**src/rtl/mac_block_sequencer.sv**
```systemverilog
// Streams (act, weight, select) beats into one external MAC unit, one block at a
// time. At each block end it pulses Block_control low for one cycle, captures the
// four partial sums, and presents them with the beat count on a result port.
module mac_block_sequencer #(
  parameter int unsigned DATA_WIDTH   = 8,
  parameter int unsigned SELECT_WIDTH = 2,
  parameter int unsigned CNT_WIDTH    = 16
) (
  input  logic                      Clk,
  input  logic                      rst,
  input  logic                      in_valid,
  output logic                      in_ready,
  input  logic [DATA_WIDTH-1:0]     in_act,
  input  logic [DATA_WIDTH-1:0]     in_weight,
  input  logic [SELECT_WIDTH-1:0]   in_sel,
  input  logic                      in_last,
  output logic [DATA_WIDTH-1:0]     mac_act,
  output logic [DATA_WIDTH-1:0]     mac_weight,
  output logic [SELECT_WIDTH-1:0]   mac_select,
  output logic                      mac_block,
  input  logic [4*DATA_WIDTH-1:0]   mac_out_0,
  input  logic [4*DATA_WIDTH-1:0]   mac_out_1,
  input  logic [4*DATA_WIDTH-1:0]   mac_out_2,
  input  logic [4*DATA_WIDTH-1:0]   mac_out_3,
  output logic                      out_valid,
  input  logic                      out_ready,
  output logic [4*DATA_WIDTH-1:0]   out_psum_0,
  output logic [4*DATA_WIDTH-1:0]   out_psum_1,
  output logic [4*DATA_WIDTH-1:0]   out_psum_2,
  output logic [4*DATA_WIDTH-1:0]   out_psum_3,
  output logic [CNT_WIDTH-1:0]      out_count,
  output logic                      busy
);

  localparam int unsigned SUM_WIDTH = 4 * DATA_WIDTH;

  typedef enum logic [1:0] {
    ACC   = 2'd0,
    FLUSH = 2'd1,
    DRAIN = 2'd2
  } state_t;

  state_t                    state_q, state_d;
  logic [CNT_WIDTH-1:0]      count_q, count_d;
  logic [DATA_WIDTH-1:0]     mac_act_d, mac_weight_d;
  logic [SELECT_WIDTH-1:0]   mac_select_d;
  logic                      mac_block_d;
  logic                      out_valid_d;
  logic [SUM_WIDTH-1:0]      psum0_d, psum1_d, psum2_d, psum3_d;
  logic [CNT_WIDTH-1:0]      out_count_d;
  logic                      fire;

  // Handshake and status decode from registered state.
  assign in_ready = (state_q == ACC);
  assign fire     = in_valid & in_ready;
  assign busy     = (state_q != ACC) || (count_q != '0);

  // State, MAC drive and result registers.
  always_ff @(posedge Clk) begin
    if (!rst) begin
      state_q    <= ACC;
      count_q    <= '0;
      mac_act    <= '0;
      mac_weight <= '0;
      mac_select <= '0;
      mac_block  <= 1'b0;
      out_valid  <= 1'b0;
      out_psum_0 <= '0;
      out_psum_1 <= '0;
      out_psum_2 <= '0;
      out_psum_3 <= '0;
      out_count  <= '0;
    end else begin
      state_q    <= state_d;
      count_q    <= count_d;
      mac_act    <= mac_act_d;
      mac_weight <= mac_weight_d;
      mac_select <= mac_select_d;
      mac_block  <= mac_block_d;
      out_valid  <= out_valid_d;
      out_psum_0 <= psum0_d;
      out_psum_1 <= psum1_d;
      out_psum_2 <= psum2_d;
      out_psum_3 <= psum3_d;
      out_count  <= out_count_d;
    end
  end

  // Next-state and next register values.
  always_comb begin
    state_d      = state_q;
    count_d      = count_q;
    mac_act_d    = mac_act;
    mac_weight_d = mac_weight;
    mac_select_d = mac_select;
    mac_block_d  = mac_block;
    out_valid_d  = out_valid;
    psum0_d      = out_psum_0;
    psum1_d      = out_psum_1;
    psum2_d      = out_psum_2;
    psum3_d      = out_psum_3;
    out_count_d  = out_count;

    // Consumer takes the result; a same-edge capture below overrides this.
    if (out_valid && out_ready) begin
      out_valid_d = 1'b0;
    end

    case (state_q)
      ACC: begin
        mac_block_d = 1'b1;
        if (fire) begin
          mac_act_d    = in_act;
          mac_weight_d = in_weight;
          mac_select_d = in_sel;
          if (count_q != {CNT_WIDTH{1'b1}}) begin
            count_d = count_q + CNT_WIDTH'(1);
          end
          if (in_last) begin
            state_d = FLUSH;
          end
        end else begin
          // Zero-product bubble leaves the accumulators untouched.
          mac_act_d    = '0;
          mac_weight_d = '0;
        end
      end
      FLUSH: begin
        mac_act_d    = '0;
        mac_weight_d = '0;
        mac_block_d  = 1'b1;
        if (!out_valid || out_ready) begin
          mac_block_d = 1'b0;
          state_d     = DRAIN;
        end
      end
      DRAIN: begin
        psum0_d     = mac_out_0;
        psum1_d     = mac_out_1;
        psum2_d     = mac_out_2;
        psum3_d     = mac_out_3;
        out_count_d = count_q;
        out_valid_d = 1'b1;
        count_d     = '0;
        mac_block_d = 1'b1;
        state_d     = ACC;
      end
      default: begin
        state_d = ACC;
      end
    endcase
  end

endmodule

```
**config.mk**
```make
export PLATFORM = sky130hd
export DESIGN_NAME = mac_block_sequencer
export DESIGN_NICKNAME = d
export VERILOG_FILES = /design/src/rtl/mac_block_sequencer.sv
export SDC_FILE = /design/constraint.sdc
export NUM_CORES = 1
export LEC_CHECK = 0
export ABC_AREA = 0
export CAP_MARGIN = 25
export CORE_MARGIN = 3
export CORE_UTILIZATION = 45
export CTS_CLUSTER_DIAMETER = 50
export DETAILED_ROUTE_END_ITERATION = 6
export HOLD_SLACK_MARGIN = 0.15
export PLACE_DENSITY_LB_ADDON = 0.2
export RECOVER_POWER = 50
export SLEW_MARGIN = 20
export SYNTH_ARGS = -nofsm -noshare
export SYNTH_HDL_FRONTEND = slang
export SYNTH_SLANG_ARGS = --single-unit
```
**constraint.sdc**
```tcl
create_clock -name Clk -period 3.8 [get_ports Clk]
set_input_delay 0.76 -clock Clk [delete_from_list [all_inputs] [get_ports Clk]]
set_output_delay 0.76 -clock Clk [all_outputs]
set_load 0.05 [all_outputs]
```
# Yosys cells after proc, flatten, opt, wreduce, memory -nomap -nowiden
# Index checks and enable logic that the tools add are counted.
[op_classes] bitwise=1 eq_ne=7 n_addsub=1 muxes=15 reduce_logical=15
[op_table] cell="$mux W16" count=2
[op_table] cell="$pmux W16 S2" count=1
[op_table] cell="$pmux W8 S2" count=2
[op_table] cell="$add A16 B1 Y16 const B" count=1
[op_table] cell="$mux W8" count=2
[op_table] cell="$ne A16 B16 Y1 const B" count=1
[op_table] cell="$reduce_bool A16 Y1" count=1
[op_table] cell="$reduce_bool A2 Y1" count=5
[op_table] cell="$mux W2" count=3
[op_table] cell="$ne A2 B1 Y1 const B" count=3
[op_table] cell="$reduce_and A3 Y1" count=2
[op_table] cell="$pmux W2 S2" count=1
[op_table] cell="$mux W1" count=3
[op_table] cell="$eq A2 B1 Y1 const B" count=1
[op_table] cell="$eq A2 B2 Y1 const B" count=1
[op_table] cell="$logic_not A2 Y1" count=1
[op_table] cell="$logic_or A1 B1 Y1" count=2
[op_table] cell="$ne A2 B2 Y1 const B" count=1
[op_table] cell="$pmux W1 S2" count=1
[op_table] cell="$reduce_and A2 Y1" count=1
[op_table] cell="$reduce_or A2 Y1" count=1
[op_table] cell="$and A1 B1 Y1" count=1
[op_table] cell="$logic_and A1 B1 Y1" count=1
[op_table] cell="$logic_not A1 Y1" count=1
[totals] out_inout_bits=166 wordCells=51 register_bits=182

# Logic depth before layout (Yosys ltp)
[depth] depth_word=4 mapped_depth=7

# Least setup slack after synthesis
# No wires, ideal clock.
[synth_path] kind="register to output" from="register state_q[0]" to="output port busy" setup_slack_ns=0.926 path_stages_with_launch=5 t_arrival_ns=2.114 cell_sequence="dfxtp_1 > buf_2 > nor2_1 > nand4_1 > or4b_2"
[synth_via] elab_chain_len=2
[synth_lines] item="start: declaration" line_no="43" text="state_t state_q, state_d;"
[synth_lines] item="start signal: assignment" line_no="74" text="state_q <= state_d;"
[synth_lines] item="$reduce_bool A2 Y1" line_no="56" text="assign busy = (state_q != ACC) || (count_q != '0);"
[synth_lines] item="$logic_or A1 B1 Y1" line_no="56"
[synth_lines] item="end: declaration" line_no="32" text="output logic busy"
# No other way between the ends.

# Worst setup path in the final report
[layout_path] from="register count_q[9]" to="output port busy"
[layout_via] elab_chain_len=2
[layout_lines] item="start: declaration" line_no="44" text="logic [CNT_WIDTH-1:0] count_q, count_d;"
[layout_lines] item="start signal: assignment" line_no="75" text="count_q <= count_d;"
[layout_lines] item="$reduce_bool A16 Y1" line_no="56"
[layout_lines] item="$logic_or A1 B1 Y1" line_no="56"
# No other way between the ends.

==> impl_metrics.env <==
export IMPL_final_cell_mix="nand2_1 (304), clkdlybuf4s50_1 (281), dfxtp_1 (182)"
export IMPL_swShare=0.232
export IMPL_ys_warn_count=0
export IMPL_fill_cells=1269
export IMPL_port_buffers=316
export IMPL_cts_tree="done"
export IMPL_ys_seq_area_frac=0.510
export IMPL_p_leak_nw=3.81
export IMPL_max_slew_worst_pin_slew_ns=1.67
export IMPL_pre_cts_ws_ns=0.796
export IMPL_utilization=0.714
export IMPL_die_area_um2=17400
export IMPL_avgSynthCellArea_um2=8.55
export IMPL_grt_max_degree=88
export IMPL_place_hpwl_um=14200
export IMPL_track_usage=0.228
export IMPL_post_route_min_period_ns=3.44
export IMPL_worstSetupStartpointType="register"
export IMPL_overflow=0
export IMPL_combPwrFrac=0.122
export IMPL_ant_nets=0
export IMPL_path_clk_slew_ns=0.06
export IMPL_p_int_mw=3.33
export IMPL_worst_r2r_setup_slack_ns=0.42
export IMPL_layout_commonest_cell="nand2_1"
export IMPL_insertion_delay_ns=0.42
export IMPL_avgViaCountPerCell=4.93
export IMPL_synth_nets=988
export IMPL_worstPathRequired_ns=3.04
export IMPL_fmax_mhz=291
export IMPL_die_y_um=132
export IMPL_worst_clock_skew_ns=0.00549
export IMPL_rows=45
export IMPL_cts_setup_buffers=0
export IMPL_pwr_density_cell_nw_per_um2=394
export IMPL_core_area_um2=15400
export IMPL_tns_ns=0
export IMPL_outcome="complete, but fails checks"
export IMPL_gp_congestion=0.839
export IMPL_dr_pass1_iters=4
export IMPL_reg2reg_to="count_q[1]"
export IMPL_crit_chain="nor4_1 -> nand4_1 -> or4b_2 -> clkdlybuf4s50_1"
export IMPL_hold_buffers=0
export IMPL_drc=0
export IMPL_synthCells=835
export IMPL_synthFlopType="dfxtp_1"
export IMPL_n_antenna_cell=0
export IMPL_total_power_mw=4.33
export IMPL_cts_resized_gates=0
export IMPL_whs_path_depth=2
export IMPL_critPathBufInv=1
export IMPL_critPathCaptureType="primary output"
export IMPL_synth_cell_types=48
export IMPL_setup_slack_ns=0.360
export IMPL_hold_violations=0
export IMPL_syn_cell_area_um2=7140
export IMPL_wire_per_inst_um=15.3
export IMPL_grt_pass1_wl_um=32400
export IMPL_drtIter0Drc=256
export IMPL_holdCritPathClass="reg2reg"
export IMPL_ys_async_sr_fraction=0
export IMPL_fin_crit_sh=0.905
export IMPL_cts_sinks=182
export IMPL_seqPwrFrac=0.455
export IMPL_r2r_start="state_q[1]"
export IMPL_rsz0062_at_grt="no"
export IMPL_cts_root_buf="clkbuf_16"
export IMPL_critPathTopFamily="simple AND/OR/NAND/NOR gates"
export IMPL_htreeDepth=4
export IMPL_syn2layout_area_growth_pct=53.7
export IMPL_switchingPower_mw=1.00
export IMPL_nets=1264
export IMPL_critical_path_max_stage_delay_ns=0.76
export IMPL_drv_cap=2
export IMPL_boundaryPins=317
export IMPL_routed_wl_um=20400
export IMPL_drv_slew=128
export IMPL_die_w_um=132
export IMPL_slew_headroom=-0.116
export IMPL_drive_above_1_share=0.0454
export IMPL_critPathSlowestCell="clkdlybuf4s50_1"
export IMPL_synth_seq_cells=182
export IMPL_cts_buffers=17
export IMPL_grt_antenna_before_repair=0
export IMPL_crit_start="count_q[9]"
export IMPL_reg2reg_depth=5
export IMPL_hp_start="out_psum_1[3]"
export IMPL_initial_utilization=0.465
export IMPL_crit_fanout=8
export IMPL_min_to="out_psum_1[3]"
export IMPL_synth_edf_count=0
export IMPL_p_clk_frac=0.423
export IMPL_grt_pass1_vias=6337
export IMPL_violations="capacitance limit, slew limit"
export IMPL_peakVddDrop_v=0.000379
export IMPL_setup_viol=0
export IMPL_num_vias=6588
export IMPL_critPathArrivalTime_ns=2.68
export IMPL_clockBufferDepth=2
export IMPL_worstSetupPathType="reg2out"
routing by layer:
metal,GRT usage,vias up,wire [um]
met5,0,-,0
met2,0.389,218,10100
met3,0.100,33,1810
met1,0.255,3002,8090
met4,0.0764,0,426
li1,-,3335,-
through the flow:
step                area, um^2  std cells  hold slack, ns
floorplan                 7140        835           0.464
CTS                      11000       1335           0.464
finish                   11000       1335           0.459
detailed placement       10400       1303           0.456
global placement         10400       1303           0.448
global route             11000       1335           0.478
sequential cells by signal (all words and copies together) (netlist names):
register    flops
out_psum_0     32
out_psum_1     32
out_psum_2     32
out_psum_3     32
count_q        16
out_count      16
mac_act         8
mac_weight      8
mac_select      2
state_q         2
mac_block       1
out_valid       1
power by group through the flow:
stage / Clock [mW] / Sequential, mW / Combinational [mW]
floorplan: 0 / 2.14 / 0.140
global placement: 0 / 2.01 / 0.530
detailed placement: 0 / 2.01 / 0.534
CTS: 1.88 / 1.97 / 0.536
global route: 1.95 / 1.98 / 0.561
finish: 1.83 / 1.97 / 0.527
worst max path at each step:
stage | endpoint | slack (ns) | cells past startpoint
after detailed placement | busy | 0.80 | 4
after floorplan | busy | 0.93 | 4
after global placement | busy | 0.81 | 4
after global routing | out_psum_1[25] | 0.13 | 5
after CTS | busy | 0.35 | 4
final | busy | 0.36 | 4
cell usage after synthesis, types with 4 or more instances:
library cell | number | area share
nor2b_1 | 19 | 0.017
nand4_1 | 7 | 0.0061
nor4_1 | 5 | 0.0044
nand2b_1 | 5 | 0.0044
dfxtp_1 | 182 | 0.51
buf_1 | 4 | 0.0021
mux2i_1 | 7 | 0.0098
buf_2 | 20 | 0.014
a22oi_1 | 16 | 0.017
clkbuf_1 | 42 | 0.022
a21boi_0 | 146 | 0.15
a21oi_1 | 7 | 0.0049
nand3_1 | 13 | 0.0091
or4_1 | 5 | 0.0053
nand2_1 | 304 | 0.16
nor2_1 | 5 | 0.0026
cells by family after synthesis:
kind of cell	synth area share
fa+ha+maj	0.00350
flops	0.510
simple gates	0.229
mux	0.00981
compound gates	0.204
buf+inv	0.0429
worst reg2reg max path, delay by kind of cell (launching register included):
kind / cells / cell delay, ns
and+or+nand+nor: 2 / 1.31
buffers and inverters: 2 / 1.53
DFF: 1 / 0.32
muxes: 1 / 0.11
cell type report:
class                   count  area, um^2  share of cell area
clock inverters             7         116              0.0106
well taps                 211         264              0.0241
flip-flops and latches    182        3640               0.332
clock buffers              25         505              0.0461
repair buffers            325        3230               0.294
multi-input cells         582        3200               0.292
inverters                   3        11.3             0.00103
No activity file was read; power rests on OpenSTA's default activity.
